--- config.mk ---
export PLATFORM = sky130hd
export DESIGN_NAME = freq_gen
export DESIGN_NICKNAME = d
export VERILOG_FILES = /design/src/rtl/freq_pkg.sv /design/src/rtl/seq_divider.sv /design/src/rtl/freq_gen.sv
export SDC_FILE = /design/constraint.sdc
export NUM_CORES = 1
export LEC_CHECK = 0
export ABC_CLOCK_PERIOD_IN_PS = 4750
export BUFFER_PORTS_ARGS = -buffer_cell sky130_fd_sc_hd__buf_2
export CORE_ASPECT_RATIO = 0.8
export CORE_MARGIN = 1
export CORE_UTILIZATION = 55
export CTS_BUF_LIST = sky130_fd_sc_hd__clkbuf_4
export DETAILED_ROUTE_END_ITERATION = 12
export GPL_TIMING_DRIVEN = 0
export HOLD_SLACK_MARGIN = 0.15
export PLACE_DENSITY = 0.72
export REMOVE_ABC_BUFFERS = 1
export SETUP_SLACK_MARGIN = 0.15
export SYNTH_ARGS = -nofsm -noshare
export SYNTH_HDL_FRONTEND = slang
export SYNTH_SLANG_ARGS = --single-unit
--- constraint.sdc ---
create_clock -name CLK -period 4.75 [get_ports CLK]
set_input_delay 0.475 -clock CLK [delete_from_list [all_inputs] [get_ports CLK]]
set_output_delay 0.475 -clock CLK [all_outputs]
set_load 0.1 [all_outputs]
--- src/rtl/freq_pkg.sv ---
// freq_pkg: values shared by the square-wave generator and its divider.
//   FREQ_CLK_HZ : default system clock rate in Hz (dividend of the half-period division)
//   FREQ_WIDTH  : default width of the frequency / half-period datapaths
//   state_e     : control FSM encodings of freq_gen
package freq_pkg;

  localparam int unsigned FREQ_CLK_HZ = 50_000_000;
  localparam int unsigned FREQ_WIDTH  = 32;

  typedef enum logic [1:0] {
    ST_IDLE       = 2'd0,
    ST_DIVIDE     = 2'd1,
    ST_WAIT_APPLY = 2'd2
  } state_e;

endpackage

--- src/rtl/seq_divider.sv ---
// seq_divider: restoring unsigned divider, one quotient bit per cycle.
//   CLK, RST_N : clock, asynchronous active-low reset
//   start      : begin a division (must not be raised while a division is running)
//   dividend   : WIDTH-bit numerator, sampled with start
//   divisor    : WIDTH+1-bit denominator, sampled with start (0 gives an all-ones quotient)
//   quotient   : result, valid while done is high and held afterwards
//   done       : one-cycle pulse exactly WIDTH+1 cycles after start
module seq_divider
  import freq_pkg::*;
#(
  parameter int unsigned WIDTH = FREQ_WIDTH
) (
  input  logic             CLK,
  input  logic             RST_N,
  input  logic             start,
  input  logic [WIDTH-1:0] dividend,
  input  logic [WIDTH:0]   divisor,
  output logic [WIDTH-1:0] quotient,
  output logic             done
);

  localparam int unsigned CW = $clog2(WIDTH + 1);

  logic [WIDTH:0]   rem_q, rem_d;
  logic [WIDTH-1:0] quo_q, quo_d;
  logic [WIDTH:0]   dvs_q, dvs_d;
  logic [CW-1:0]    cnt_q, cnt_d;
  logic             busy_q, busy_d;
  logic             done_q, done_d;

  // Partial remainder shifted left with the next dividend bit brought in.
  // The remainder is always below the divisor, so WIDTH+2 bits cannot overflow.
  logic [WIDTH+1:0] trial;
  logic [WIDTH:0]   diff;
  logic             fits;

  assign trial = {rem_q, quo_q[WIDTH-1]};
  assign fits  = (trial >= {1'b0, dvs_q});
  assign diff  = trial[WIDTH:0] - dvs_q;

  always_comb begin
    rem_d  = rem_q;
    quo_d  = quo_q;
    dvs_d  = dvs_q;
    cnt_d  = cnt_q;
    busy_d = busy_q;
    done_d = 1'b0;
    if (start) begin
      rem_d  = '0;
      quo_d  = dividend;
      dvs_d  = divisor;
      cnt_d  = CW'(WIDTH);
      busy_d = 1'b1;
    end else if (busy_q) begin
      if (cnt_q != '0) begin
        // Dividend bits shift out of quo_q's MSB as quotient bits shift in at its LSB.
        rem_d = fits ? diff : trial[WIDTH:0];
        quo_d = {quo_q[WIDTH-2:0], fits};
        cnt_d = cnt_q - CW'(1);
      end else begin
        // Extra cycle after the last iteration so done lands at start + WIDTH + 1.
        busy_d = 1'b0;
        done_d = 1'b1;
      end
    end
  end

  always_ff @(posedge CLK or negedge RST_N) begin
    if (!RST_N) begin
      cnt_q  <= '0;
      busy_q <= 1'b0;
      done_q <= 1'b0;
    end else begin
      cnt_q  <= cnt_d;
      busy_q <= busy_d;
      done_q <= done_d;
    end
  end

  // Datapath registers carry no reset; they are only observed after a start.
  always_ff @(posedge CLK) begin
    rem_q <= rem_d;
    quo_q <= quo_d;
    dvs_q <= dvs_d;
  end

  assign quotient = quo_q;
  assign done     = done_q;

endmodule

--- src/rtl/freq_gen.sv ---
// freq_gen: programmable 50 % duty square-wave generator.
//   CLK, RST_N : system clock, asynchronous active-low reset
//   freq_in    : requested frequency in Hz, sampled when load && ready
//   load       : one-cycle request strobe, dropped while ready is low
//   ready      : a new load will be accepted
//   OUT        : generated square wave (registered)
//   active     : OUT is toggling
//   cur_freq   : frequency currently applied to OUT
// half = floor(CLK_HZ / (2*freq)), clamped to 1. New settings are applied on a
// terminal count of the half-period counter so OUT never shows a short pulse.
module freq_gen
  import freq_pkg::*;
#(
  parameter int unsigned CLK_HZ = FREQ_CLK_HZ,
  parameter int unsigned WIDTH  = FREQ_WIDTH
) (
  input  logic             CLK,
  input  logic             RST_N,
  input  logic [WIDTH-1:0] freq_in,
  input  logic             load,
  output logic             ready,
  output logic             OUT,
  output logic             active,
  output logic [WIDTH-1:0] cur_freq
);

  localparam logic [WIDTH-1:0] ONE = {{(WIDTH-1){1'b0}}, 1'b1};

  state_e           state_q;
  logic             ready_q;
  logic [WIDTH-1:0] freq_lat_q;
  logic [WIDTH-1:0] pend_half_q;
  logic             pend_stop_q;
  logic [WIDTH-1:0] half_q;
  logic [WIDTH-1:0] cnt_q;
  logic             out_q;
  logic             active_q;
  logic [WIDTH-1:0] cur_freq_q;

  logic             div_start;
  logic [WIDTH-1:0] div_quo;
  logic             div_done;
  logic [WIDTH-1:0] half_sel;
  logic             tc;
  logic             apply;

  // ready_q is high only in IDLE, so it alone qualifies the accept.
  assign div_start = ready_q && load && (freq_in != '0);

  seq_divider #(.WIDTH(WIDTH)) u_div (
    .CLK      (CLK),
    .RST_N    (RST_N),
    .start    (div_start),
    .dividend (WIDTH'(CLK_HZ)),
    .divisor  ({freq_in, 1'b0}),
    .quotient (div_quo),
    .done     (div_done)
  );

  // A zero quotient means freq > CLK_HZ/2; the fastest we can do is toggle every cycle.
  assign half_sel = (div_quo == '0) ? ONE : div_quo;

  assign tc    = active_q && (cnt_q == '0);
  // Running: wait for the terminal count. Stopped: nothing to stay in phase with.
  assign apply = (state_q == ST_WAIT_APPLY) && (!active_q || tc);

  always_ff @(posedge CLK or negedge RST_N) begin
    if (!RST_N) begin
      state_q     <= ST_IDLE;
      ready_q     <= 1'b1;
      freq_lat_q  <= '0;
      pend_half_q <= '0;
      pend_stop_q <= 1'b0;
      half_q      <= '0;
      cnt_q       <= '0;
      out_q       <= 1'b0;
      active_q    <= 1'b0;
      cur_freq_q  <= '0;
    end else begin
      // Control FSM
      case (state_q)
        ST_IDLE: begin
          if (load && ready_q) begin
            freq_lat_q  <= freq_in;
            ready_q     <= 1'b0;
            pend_stop_q <= (freq_in == '0);
            state_q     <= (freq_in == '0) ? ST_WAIT_APPLY : ST_DIVIDE;
          end
        end
        ST_DIVIDE: begin
          if (div_done) begin
            pend_half_q <= half_sel;
            state_q     <= ST_WAIT_APPLY;
          end
        end
        ST_WAIT_APPLY: begin
          if (apply) begin
            cur_freq_q <= freq_lat_q;
            ready_q    <= 1'b1;
            state_q    <= ST_IDLE;
          end
        end
        default: begin
          ready_q <= 1'b1;
          state_q <= ST_IDLE;
        end
      endcase

      // Half-period generator
      if (apply) begin
        if (pend_stop_q) begin
          out_q    <= 1'b0;
          active_q <= 1'b0;
          half_q   <= '0;
          cnt_q    <= '0;
        end else if (active_q) begin
          out_q  <= ~out_q;
          half_q <= pend_half_q;
          cnt_q  <= pend_half_q - ONE;
        end else begin
          // Start from stopped: first rising edge lands half cycles from now.
          out_q    <= 1'b0;
          active_q <= 1'b1;
          half_q   <= pend_half_q;
          cnt_q    <= pend_half_q - ONE;
        end
      end else if (tc) begin
        out_q <= ~out_q;
        cnt_q <= half_q - ONE;
      end else if (active_q) begin
        cnt_q <= cnt_q - ONE;
      end
    end
  end

  assign ready    = ready_q;
  assign OUT      = out_q;
  assign active   = active_q;
  assign cur_freq = cur_freq_q;

endmodule

==> impl_metrics.tcl <==
set metrics [dict create \
    fin_util 0.643 \
    drt-initial-drc-count 1082 \
    hpwl_um 24800 \
    drv_cap 0 \
    final-setup-viol-count 0 \
    finClkSkew_ns 0.0514 \
    initial_core_util 0.563 \
    grt_max_degree 101 \
    tightest_slew_ns 1.03 \
    fmax_ghz 0.233 \
    die-height_um 146 \
    hold_viol 0 \
    required_ns 5.26 \
    r2r-start "cnt_q[4]" \
    crit_fanout 10 \
    num_rows 52 \
    postSynthAreaPerCell_sq_um 8.96 \
    ys_seq_elements 271 \
    yosys.cell_types.count 77 \
    synth_seq_area_share 0.463 \
    fillers 2136 \
    ys_top_cells_by_count "284 x nand2_1, 173 x dfrtp_1, 134 x a21oi_1, 118 x nor2_1, 92 x o21ai_0" \
    area_delta_synth_final_pct 14.2 \
    r2r_setup_slack_ns 0.46 \
    status "complete, no violations" \
    numCtsBuffers 69 \
    drt_first_pass_iters 6 \
    core_sq_um 25400 \
    cts_buffer_depth 3 \
    grt_pass1_vias 11600 \
    via_per_inst 5.98 \
    cts_tree "built" \
    async_reset_ff_frac 0.642 \
    drc 0 \
    r2r-end "cnt_q[10]" \
    grt_overflow 0 \
    final.period_utilization 0.904 \
    power.density_nw_per_um2 748 \
    maxSlewViolCount 0 \
    period_needed_ns 4.29 \
    yosys_warnings 0 \
    root_buffer "clkbuf_4" \
    synth_flop_cell "dfrtp_1" \
    slew_headroom 0.307 \
    synth_top_area_share 0.303 \
    vias 12400 \
    cp.arrival_ns 4.80 \
    fin_cells 2076 \
    synth_edf_count 32 \
    yosysMostFrequentCell "nand2_1" \
    hp-class "in2async" \
    die-width_um 182 \
    antenna_found_initial 1 \
    grt_setup_unrepaired "no" \
    start_kind "register" \
    grt_first_pass_wirelength_um 60600 \
    layout-drive-gt1-share 0.164 \
    nNetsFinal 1769 \
    post_cts_buffers 0 \
    synthCells 1593 \
    p_leak_nw 7.43 \
    path_class "reg2reg" \
    ir_drop_mv 0.665 \
    yosysTopAreaCell "dfrtp_1" \
    routed_wl_um 37000 \
    clkTransAtPathRegs_ns 0.07 \
    insertion_delay_ns 0.70 \
    cts.sinks 271 \
    wl_per_cell_um 17.8 \
    htreeDepth 3 \
    grt_usage 0.283 \
    dp.cells 1916 \
    place.gp.congestion 0.954 \
    pin_count 70 \
    cp-end-kind "register" \
    yosys-top-cells-area "dfrtp_1 30%, dfxtp_1 9.1%, nand2_1 7.5%" \
    io_buffers 69 \
    worst-r2r-cell-count 12 \
    ant_nets 0 \
    die_area_sq_um 26600 \
    synth_area_sq_um 14300 \
]
metrics by stage:
stage          setup WS [ns]  power (mW)  TNS [ns]  hold slack [ns]  area, sq um
2_1_floorplan         -0.215        8.43     -1.31            0.179        14000
3_3_place_gp           -2.32        9.67   -139.28            0.444        14700
3_5_place_dp          0.0357        9.92         0            0.449        15000
4_1_cts                0.329        12.2         0            0.351        16300
5_1_grt                0.305        13.1         0            0.388        16300
6_report               0.458        12.2         0            0.368        16300
sequential cells by signal, summed over array words and instances (netlist names), 2 cells and up:
| signal | cells |
|---|---|
| cnt_q | 32 |
| cur_freq | 32 |
| freq_lat_q | 32 |
| half_q | 32 |
| pend_half_q | 32 |
| state_q | 2 |
| u_div.cnt_q | 6 |
| u_div.dvs_q | 32 |
| u_div.quotient | 32 |
| u_div.rem_q | 33 |
power by group:
part / switching [mW] / internal [mW]
Combinational: 3.72 / 2.15
Clock: 0.985 / 1.18
Sequential: 0.880 / 3.27
area by class of cell:
| cell class | count | area (sq um) | share of cell area |
|---|---|---|---|
| antenna | 1 | 2.50 | 0.000153 |
| clock inverter | 19 | 160 | 0.00982 |
| sequential | 271 | 6620 | 0.406 |
| clock buffer | 106 | 796 | 0.0488 |
| timing repair buffer | 117 | 941 | 0.0577 |
| multi-input combinational | 1185 | 7190 | 0.441 |
| tap | 324 | 405 | 0.0249 |
| inverter | 53 | 199 | 0.0122 |
cells by family after synthesis:
| family | count (synthesis) | synth area share |
|---|---|---|
| compound gates | 360 | 0.154 |
| xor+xnor | 70 | 0.0429 |
| fa+ha+maj | 37 | 0.0329 |
| buf+inv | 137 | 0.0368 |
| flops | 271 | 0.463 |
| mux | 71 | 0.0555 |
| simple gates | 647 | 0.215 |
critical path, stage by stage (launching register included):
cell       delay [ns]
dfrtp_1          0.44
nor4_2           0.75
nand4_1          0.39
nor4_2           0.91
buf_4            0.31
a21oi_1          0.09
ha_1             0.26
o211a_4          0.21
nand3_2          0.20
nor2_1           0.12
xor2_1           0.17
a21oi_1          0.08
a2bb2oi_1        0.16
routing by layer:
layer  global-route usage  wire [um]  vias to the layer above
li1                     -          -                     5921
met4               0.0857        740                        0
met2                0.407      15400                      512
met1                0.421      17800                     5907
met3               0.0683       3050                       69
met5                    0          0                        -
layout by cell type, fill, tap and decap left out, types with 37 or more instances in the layout:
| master | n |
|---|---|
| nand2_1 | 282 |
| dfrtp_1 | 172 |
| a21oi_1 | 133 |
| nor2_1 | 116 |
| clkbuf_4 | 106 |
| o21ai_0 | 92 |
| buf_2 | 68 |
| mux2_2 | 65 |
| dfxtp_1 | 65 |
| inv_1 | 52 |
| nor3_1 | 40 |
| nor4_1 | 39 |
| xor2_1 | 37 |
repair_timing:
action                                 in CTS  in global routing
endpoints found under the hold margin     139                  0
hold buffers                               34                  0
gates resized for setup                     1                  1
setup endpoints to repair                   1                  1
worst max-delay path by stage:
| stage | endpoint | startpoint | cells after the start | slack, ns |
|---|---|---|---|---|
| 2_1_floorplan | cnt_q[10] | active | 10 | -0.22 |
| 3_3_place_gp | cnt_q[10] | cnt_q[4] | 9 | -2.32 |
| 4_1_cts | cnt_q[17] | cnt_q[4] | 10 | 0.33 |
| 3_5_place_dp | cnt_q[17] | cnt_q[4] | 10 | 0.04 |
| 6_report | cnt_q[10] | cnt_q[4] | 12 | 0.46 |
| 5_1_grt | cnt_q[24] | cnt_q[4] | 12 | 0.30 |
(Power assumes the default switching activity.)
